$ cat src/rtl/wallace_pkg.sv
// Shared constants and elaboration-time helpers for the pipelined Wallace
// multiplier.
//
// Contents:
//   LATENCY         number of register stages between operand and result.
//   csa_rows_next   row count after one layer of 3:2 carry-save compression.
//   wallace_levels  number of 3:2 layers needed to bring N rows down to two.
//   wallace_rows_at row count present at the input of a given layer.
//   bw_const        Baugh-Wooley correction row for a given operand width.
package wallace_pkg;

  localparam int LATENCY   = 3;
  localparam int MAX_WIDTH = 32;

  // Every full group of three rows becomes a sum row and a carry row; the
  // leftover one or two rows pass straight through to the next layer.
  function automatic int csa_rows_next(input int rows);
    return 2 * (rows / 3) + (rows % 3);
  endfunction

  function automatic int wallace_levels(input int rows);
    int n;
    int lv;
    n  = rows;
    lv = 0;
    while (n > 2) begin
      n  = csa_rows_next(n);
      lv = lv + 1;
    end
    return lv;
  endfunction

  function automatic int wallace_rows_at(input int rows, input int level);
    int n;
    n = rows;
    for (int i = 0; i < level; i++) begin
      n = csa_rows_next(n);
    end
    return n;
  endfunction

  // Ones at columns width and 2*width-1. Added to the inverted sign terms,
  // this turns the unsigned array sum into the two's-complement product
  // modulo 2^(2*width).
  function automatic logic [2*MAX_WIDTH-1:0] bw_const(input int width);
    logic [2*MAX_WIDTH-1:0] c;
    c = '0;
    c[width]       = 1'b1;
    c[2*width-1]   = 1'b1;
    return c;
  endfunction

endpackage

$ cat src/rtl/wallace_csa_row.sv
// One row of full adders used as a 3:2 carry-save compressor.
//
// Ports:
//   a, b, c  three N-bit addend rows of equal weight.
//   sum      bitwise sum row (a ^ b ^ c).
//   carry    majority row already shifted up one column; the carry out of
//            the top column is dropped because the product is only kept
//            modulo 2^N.
module wallace_csa_row
  import wallace_pkg::*;
#(
  parameter int N = 16
) (
  input  logic [N-1:0] a,
  input  logic [N-1:0] b,
  input  logic [N-1:0] c,
  output logic [N-1:0] sum,
  output logic [N-1:0] carry
);

  assign sum = a ^ b ^ c;

  assign carry = {(a[N-2:0] & b[N-2:0]) |
                  (a[N-2:0] & c[N-2:0]) |
                  (b[N-2:0] & c[N-2:0]), 1'b0};

endmodule

$ cat src/rtl/wallace_mult_pipe.sv
// Pipelined WIDTH x WIDTH Wallace-tree multiplier, unsigned or
// two's-complement per operation, with a pass-through tag.
//
// Stages:
//   S1  partial-product rows (plain AND array, or Baugh-Wooley in signed mode)
//   S2  Wallace tree of 3:2 rows down to a registered sum/carry pair
//   S3  carry-propagate add into the output register
//
// Ports:
//   clk, rst_n             clock, asynchronous active-low reset
//   in_valid, in_ready     operand handshake
//   in_x, in_y             multiplicand, multiplier (WIDTH bits)
//   in_signed              1: both operands two's complement, 0: unsigned
//   in_tag                 opaque ID returned with the result
//   out_valid, out_ready   result handshake
//   out_p                  2*WIDTH-bit exact product
//   out_tag                tag of the operation that produced out_p
//
// Handshake: a transfer happens on a rising edge where valid and ready are
// both high. Operand fields are sampled only on an input transfer. While
// out_valid is high and out_ready low, out_p/out_tag hold. in_ready depends
// on out_ready and the stage valid bits only, never on in_valid.
//
// Parameters: WIDTH 4..32, TAG_W 1..16.
module wallace_mult_pipe
  import wallace_pkg::*;
#(
  parameter int WIDTH = 8,
  parameter int TAG_W = 4
) (
  input  logic               clk,
  input  logic               rst_n,
  input  logic               in_valid,
  output logic               in_ready,
  input  logic [WIDTH-1:0]   in_x,
  input  logic [WIDTH-1:0]   in_y,
  input  logic               in_signed,
  input  logic [TAG_W-1:0]   in_tag,
  output logic               out_valid,
  input  logic               out_ready,
  output logic [2*WIDTH-1:0] out_p,
  output logic [TAG_W-1:0]   out_tag
);

  localparam int P      = 2 * WIDTH;
  // WIDTH partial-product rows plus one correction row (zero when unsigned).
  localparam int ROWS   = WIDTH + 1;
  localparam int LEVELS = wallace_levels(ROWS);
  localparam logic [P-1:0] BW_CONST = P'(bw_const(WIDTH));

  // ---------------------------------------------------------------------
  // Stage occupancy and flow control
  // ---------------------------------------------------------------------
  logic s1_vld, s2_vld, s3_vld;
  logic s1_ld, s2_ld, s3_ld;

  // A stage may load when it is empty or its content leaves on this edge.
  // Evaluating from the output back lets empty downstream stages absorb
  // data even while out_ready is low.
  assign s3_ld = !s3_vld || out_ready;
  assign s2_ld = !s2_vld || s3_ld;
  assign s1_ld = !s1_vld || s2_ld;

  assign in_ready  = s1_ld;
  assign out_valid = s3_vld;

  // ---------------------------------------------------------------------
  // S1: partial-product generation
  // ---------------------------------------------------------------------
  logic [P-1:0]     pp_nxt [ROWS];
  logic [P-1:0]     s1_pp  [ROWS];
  logic [TAG_W-1:0] s1_tag;

  // In signed mode the terms that mix exactly one sign bit are inverted;
  // the sign*sign term keeps its positive weight.
  always_comb begin
    for (int i = 0; i < ROWS; i++) begin
      pp_nxt[i] = '0;
    end
    for (int i = 0; i < WIDTH; i++) begin
      for (int j = 0; j < WIDTH; j++) begin
        pp_nxt[i][i+j] = (in_x[j] & in_y[i]) ^
                         (in_signed & ((i == WIDTH - 1) != (j == WIDTH - 1)));
      end
    end
    pp_nxt[WIDTH] = in_signed ? BW_CONST : '0;
  end

  // ---------------------------------------------------------------------
  // S2: Wallace reduction (combinational tree on the S1 rows)
  // ---------------------------------------------------------------------
  for (genvar l = 0; l < LEVELS; l++) begin : g_lvl
    localparam int N_IN  = wallace_rows_at(ROWS, l);
    localparam int N_GRP = N_IN / 3;
    localparam int N_OUT = 2 * N_GRP + (N_IN % 3);

    logic [P-1:0] rin  [N_IN];
    logic [P-1:0] rout [N_OUT];

    if (l == 0) begin : g_src
      for (genvar k = 0; k < N_IN; k++) begin : g_row
        assign rin[k] = s1_pp[k];
      end
    end else begin : g_src
      for (genvar k = 0; k < N_IN; k++) begin : g_row
        assign rin[k] = g_lvl[l-1].rout[k];
      end
    end

    for (genvar g = 0; g < N_GRP; g++) begin : g_csa
      wallace_csa_row #(.N(P)) u_csa (
        .a     (rin[3*g]),
        .b     (rin[3*g+1]),
        .c     (rin[3*g+2]),
        .sum   (rout[2*g]),
        .carry (rout[2*g+1])
      );
    end

    for (genvar r = 0; r < N_IN % 3; r++) begin : g_pass
      assign rout[2*N_GRP + r] = rin[3*N_GRP + r];
    end
  end

  logic [P-1:0]     tree_sum, tree_carry;
  logic [P-1:0]     s2_sum, s2_carry;
  logic [TAG_W-1:0] s2_tag;

  assign tree_sum   = g_lvl[LEVELS-1].rout[0];
  assign tree_carry = g_lvl[LEVELS-1].rout[1];

  // ---------------------------------------------------------------------
  // Datapath registers without reset: they are only observed through a
  // set valid bit, so their power-up contents never matter.
  // ---------------------------------------------------------------------
  always_ff @(posedge clk) begin
    if (in_valid && s1_ld) begin
      s1_pp  <= pp_nxt;
      s1_tag <= in_tag;
    end
    if (s1_vld && s2_ld) begin
      s2_sum   <= tree_sum;
      s2_carry <= tree_carry;
      s2_tag   <= s1_tag;
    end
  end

  // ---------------------------------------------------------------------
  // Valid bits and S3 (carry-propagate add into the visible result)
  // ---------------------------------------------------------------------
  always_ff @(posedge clk or negedge rst_n) begin
    if (!rst_n) begin
      s1_vld  <= 1'b0;
      s2_vld  <= 1'b0;
      s3_vld  <= 1'b0;
      out_p   <= '0;
      out_tag <= '0;
    end else begin
      if (s1_ld) s1_vld <= in_valid;
      if (s2_ld) s2_vld <= s1_vld;
      if (s3_ld) s3_vld <= s2_vld;
      if (s2_vld && s3_ld) begin
        out_p   <= s2_sum + s2_carry;
        out_tag <= s2_tag;
      end
    end
  end

endmodule

$ cat config.mk
export PLATFORM = sky130hd
export DESIGN_NAME = wallace_mult_pipe
export DESIGN_NICKNAME = d
export VERILOG_FILES = /design/src/rtl/wallace_pkg.sv /design/src/rtl/wallace_csa_row.sv /design/src/rtl/wallace_mult_pipe.sv
export SDC_FILE = /design/constraint.sdc
export NUM_CORES = 1
export LEC_CHECK = 0
export BUFFER_PORTS_ARGS = -buffer_cell sky130_fd_sc_hd__buf_2
export CORE_AREA = 2 2 115 105
export CTS_CLUSTER_SIZE = 8
export DETAILED_ROUTE_END_ITERATION = 7
export DIE_AREA = 0 0 117 107
export GPL_ROUTABILITY_DRIVEN = 0
export PLACE_DENSITY_LB_ADDON = 0.1
export SETUP_SLACK_MARGIN = 0.4
export SYNTH_ARGS = -nofsm -noshare
export SYNTH_HDL_FRONTEND = slang
export SYNTH_SLANG_ARGS = --single-unit
$ cat constraint.sdc
create_clock -name clk -period 3.75 [get_ports clk]
set_input_delay 0.1875 -clock clk [delete_from_list [all_inputs] [get_ports clk]]
set_output_delay 0.1875 -clock clk [all_outputs]
set_load 0.02 [all_outputs]
==> results.cfg <==
[layout]
diodes = 0
fin_nets = 592
n_fill_cell = 865
layout_commonest_cell = edfxtp_1
design_area_um2 = 7110
areaGrowthSynthToFinish_pct = 16.3
final_cell_mix = 100 x edfxtp_1, 63 x inv_1, 51 x and2_1, 46 x buf_2, 39 x fa_1
layout-drive-gt1-share = 0.185

[global_routing]
grt_pass1_vias = 3228
grt.total_usage = 0.180
grt_overflow = 0
grt_first_pass_wirelength_um = 16300
grt_max_degree = 33
antenna_found_initial = 0

[clock_network]
clock_latency_ns = 0.41
h-tree-depth = 4
cts_tree = yes
cts_setup_buffers = 0
cts_sinks = 123
clockBufferDepth = 2
cts_hold_buf = 6
path_clk_slew_ns = 0.06
ctsResizeCount = 0
numCtsBuffers = 17
ctsRootBufferMaster = clkbuf_16

[pwr]
internal_power_mw = 3.21
power_density_nw_per_um2 = 653
vdd_drop_max_uv = 544
p_sw_frac = 0.307
switchingPower_mw = 1.42
leakage_nw = 3.04
pwr-share-comb = 0.284
pwr-share-seq = 0.411
clockPowerShare = 0.305

[worst_setup_path]
required_ns = 3.89
arrival_ns = 3.01
path_class = flop to flop
end_kind = flop
r2r-start = g_lvl[0].rin[8]$_DFFE_PP_
start_kind = flop
critPathMaxFanout = 2
startpoint = g_lvl[0].rin[8]$_DFFE_PP_

[die]
die_h_um = 107
ioPinCount = 47
start_util = 0.539
rows = 37
core_area_um2 = 11300
die_area_um2 = 12500
fp.dieW_um = 117

[sta]
clock-skew-final_ns = 0.00944
post-route-period-util = 0.764
drv_slew = 0
max_freq_mhz = 349
setup_violations = 0
finalHoldViolations = 0
setup_tns_ns = 0
max_slew.worst_pin.slew_ns = 1.07
rsz0062_at_grt = no
slew_headroom = 0.288
period_minus_slack_ns = 2.87

[synthesis]
synthArstFlopShare = 0.187
syn_area_um2 = 6110
yosys_register_bits = 123
ys_seq_area_frac = 0.586
ys_types = 37
syn_avg_cell_area_um2 = 14.2
yosys_most_used_dff = edfxtp_1
synthCells = 429
synth_warnings = 0
synth_edf_count = 100
syn_nets = 526

[detailed_routing]
drt-total-wl_um = 10000
route.detailed.drc = 0
postRouteAntennaNets = 0
viasPerCell = 4.83
drtIter0Drc = 189
wl_per_cell_um = 15.1
dr.pass1.iters = 4
vias = 3209

[job]
cap_violations = 0

[placement]
hpwlAfterDp_um = 7090
numPortBuffers = 46
place_area_um2 = 6530

[min_path]
worstHoldStart = out_ready
hp-class = input port to flop

[status]
status = finished, final reports clean
## registers in the layout, summed over array words and instances (netlist names)
name,flops
out_tag,4
out_valid,1
s2_carry,11
s2_sum,16
s2_vld,1
g_lvl.rin,65
out_p,16
s1_vld,1
s2_tag,4
s1_tag,4
## path summary, 6_finish.rpt
| path | slack, ns | depth (start not counted) | endpoint |
|---|---|---|---|
| worst max-delay path | 0.88 | 6 | s2_sum[8]$_DFFE_PP_ |
| worst min-delay path | 0.07 | 4 | s2_vld$_DFFE_PN0P_ |
| worst max register to register | 0.88 | 6 | s2_sum[8]$_DFFE_PP_ |
| worst min register to register | 0.42 | 0 | s2_tag[0]$_DFFE_PP_ |
| max in group asynchronous | 3.12 | 2 | out_p[10]$_DFFE_PN0P_ |
| min in group asynchronous | 0.28 | 2 | out_valid$_DFFE_PN0P_ |
## metal layers
metal  global-route usage  part of all wire  up-vias
met1                0.243              0.48     1555
li1                     -                 -     1576
met3               0.0509             0.039       10
met2                0.279              0.47       68
met4               0.0655            0.0095        0
met5                    0                 0        -
## synth_stat cells (2+ instances only)
cell,instances,share of area
nor2_1,2,0.0012
nor3b_1,2,0.0025
ha_1,33,0.068
a21oi_1,8,0.0066
fa_1,39,0.13
nand4_1,2,0.0020
xnor2_1,16,0.023
edfxtp_1,100,0.49
a21o_1,3,0.0037
xor2_1,6,0.0086
mux2_2,11,0.020
nand2_1,27,0.017
a211oi_1,2,0.0025
and2_1,52,0.053
nand3_1,2,0.0016
buf_2,2,0.0016
o21ai_0,11,0.0090
nand2b_1,4,0.0041
clkbuf_1,5,0.0031
inv_1,63,0.039
dfrtp_1,23,0.094
## through the flow
step	hold slack (ns)	power [mW]	instances	setup WS (ns)	utilization
3_5_place_dp	0.186	3.26	626	0.868	0.575
4_1_cts	0.0638	4.70	664	0.857	0.627
6_report	0.0743	4.64	664	0.885	0.627
5_1_grt	0.0817	4.97	664	0.809	0.627
2_1_floorplan	-0.108	2.87	429	0.806	-
3_3_place_gp	0.183	3.20	626	0.949	0.575
## layout make-up
class / count / area (um^2) / share of cell area
flip-flops and latches: 123 / 3580 / 0.503
multi-input cells: 235 / 2260 / 0.318
clock buffers: 20 / 447 / 0.0628
repair buffers: 55 / 313 / 0.0440
inverters: 63 / 236 / 0.0333
well taps: 156 / 195 / 0.0275
clock inverters: 12 / 76.3 / 0.0107
## power by group through the flow
| stage | registers (mW) | logic [mW] | clock network (mW) |
|---|---|---|---|
| 2_1_floorplan | 2.03 | 0.839 | 0 |
| 3_3_place_gp | 1.92 | 1.28 | 0 |
| 3_5_place_dp | 1.94 | 1.33 | 0 |
| 4_1_cts | 1.91 | 1.35 | 1.44 |
| 5_1_grt | 1.94 | 1.53 | 1.51 |
| 6_report | 1.91 | 1.32 | 1.42 |
## logic make-up (layout without fill, tap and decap cells)
group                    after synthesis  in the layout  share of synthesized area
AND/OR/NAND/NOR                       97             97                     0.0883
XOR/XNOR                              22             22                     0.0315
flip-flops                           123            123                      0.586
multiplexers                          12             12                     0.0219
buffers and inverters                 71            150                     0.0442
AO/OA/AOI/OAI                         32             32                     0.0330
adder cells (fa/ha/maj)               72             72                      0.195
## critical path, stage by stage, from the launching register on
cell      delay (ns)
edfxtp_1        0.42
fa_1            0.56
inv_1           0.06
fa_1            0.50
fa_1            0.55
inv_1           0.06
fa_1            0.45
Power figures use the tool's default switching activity.
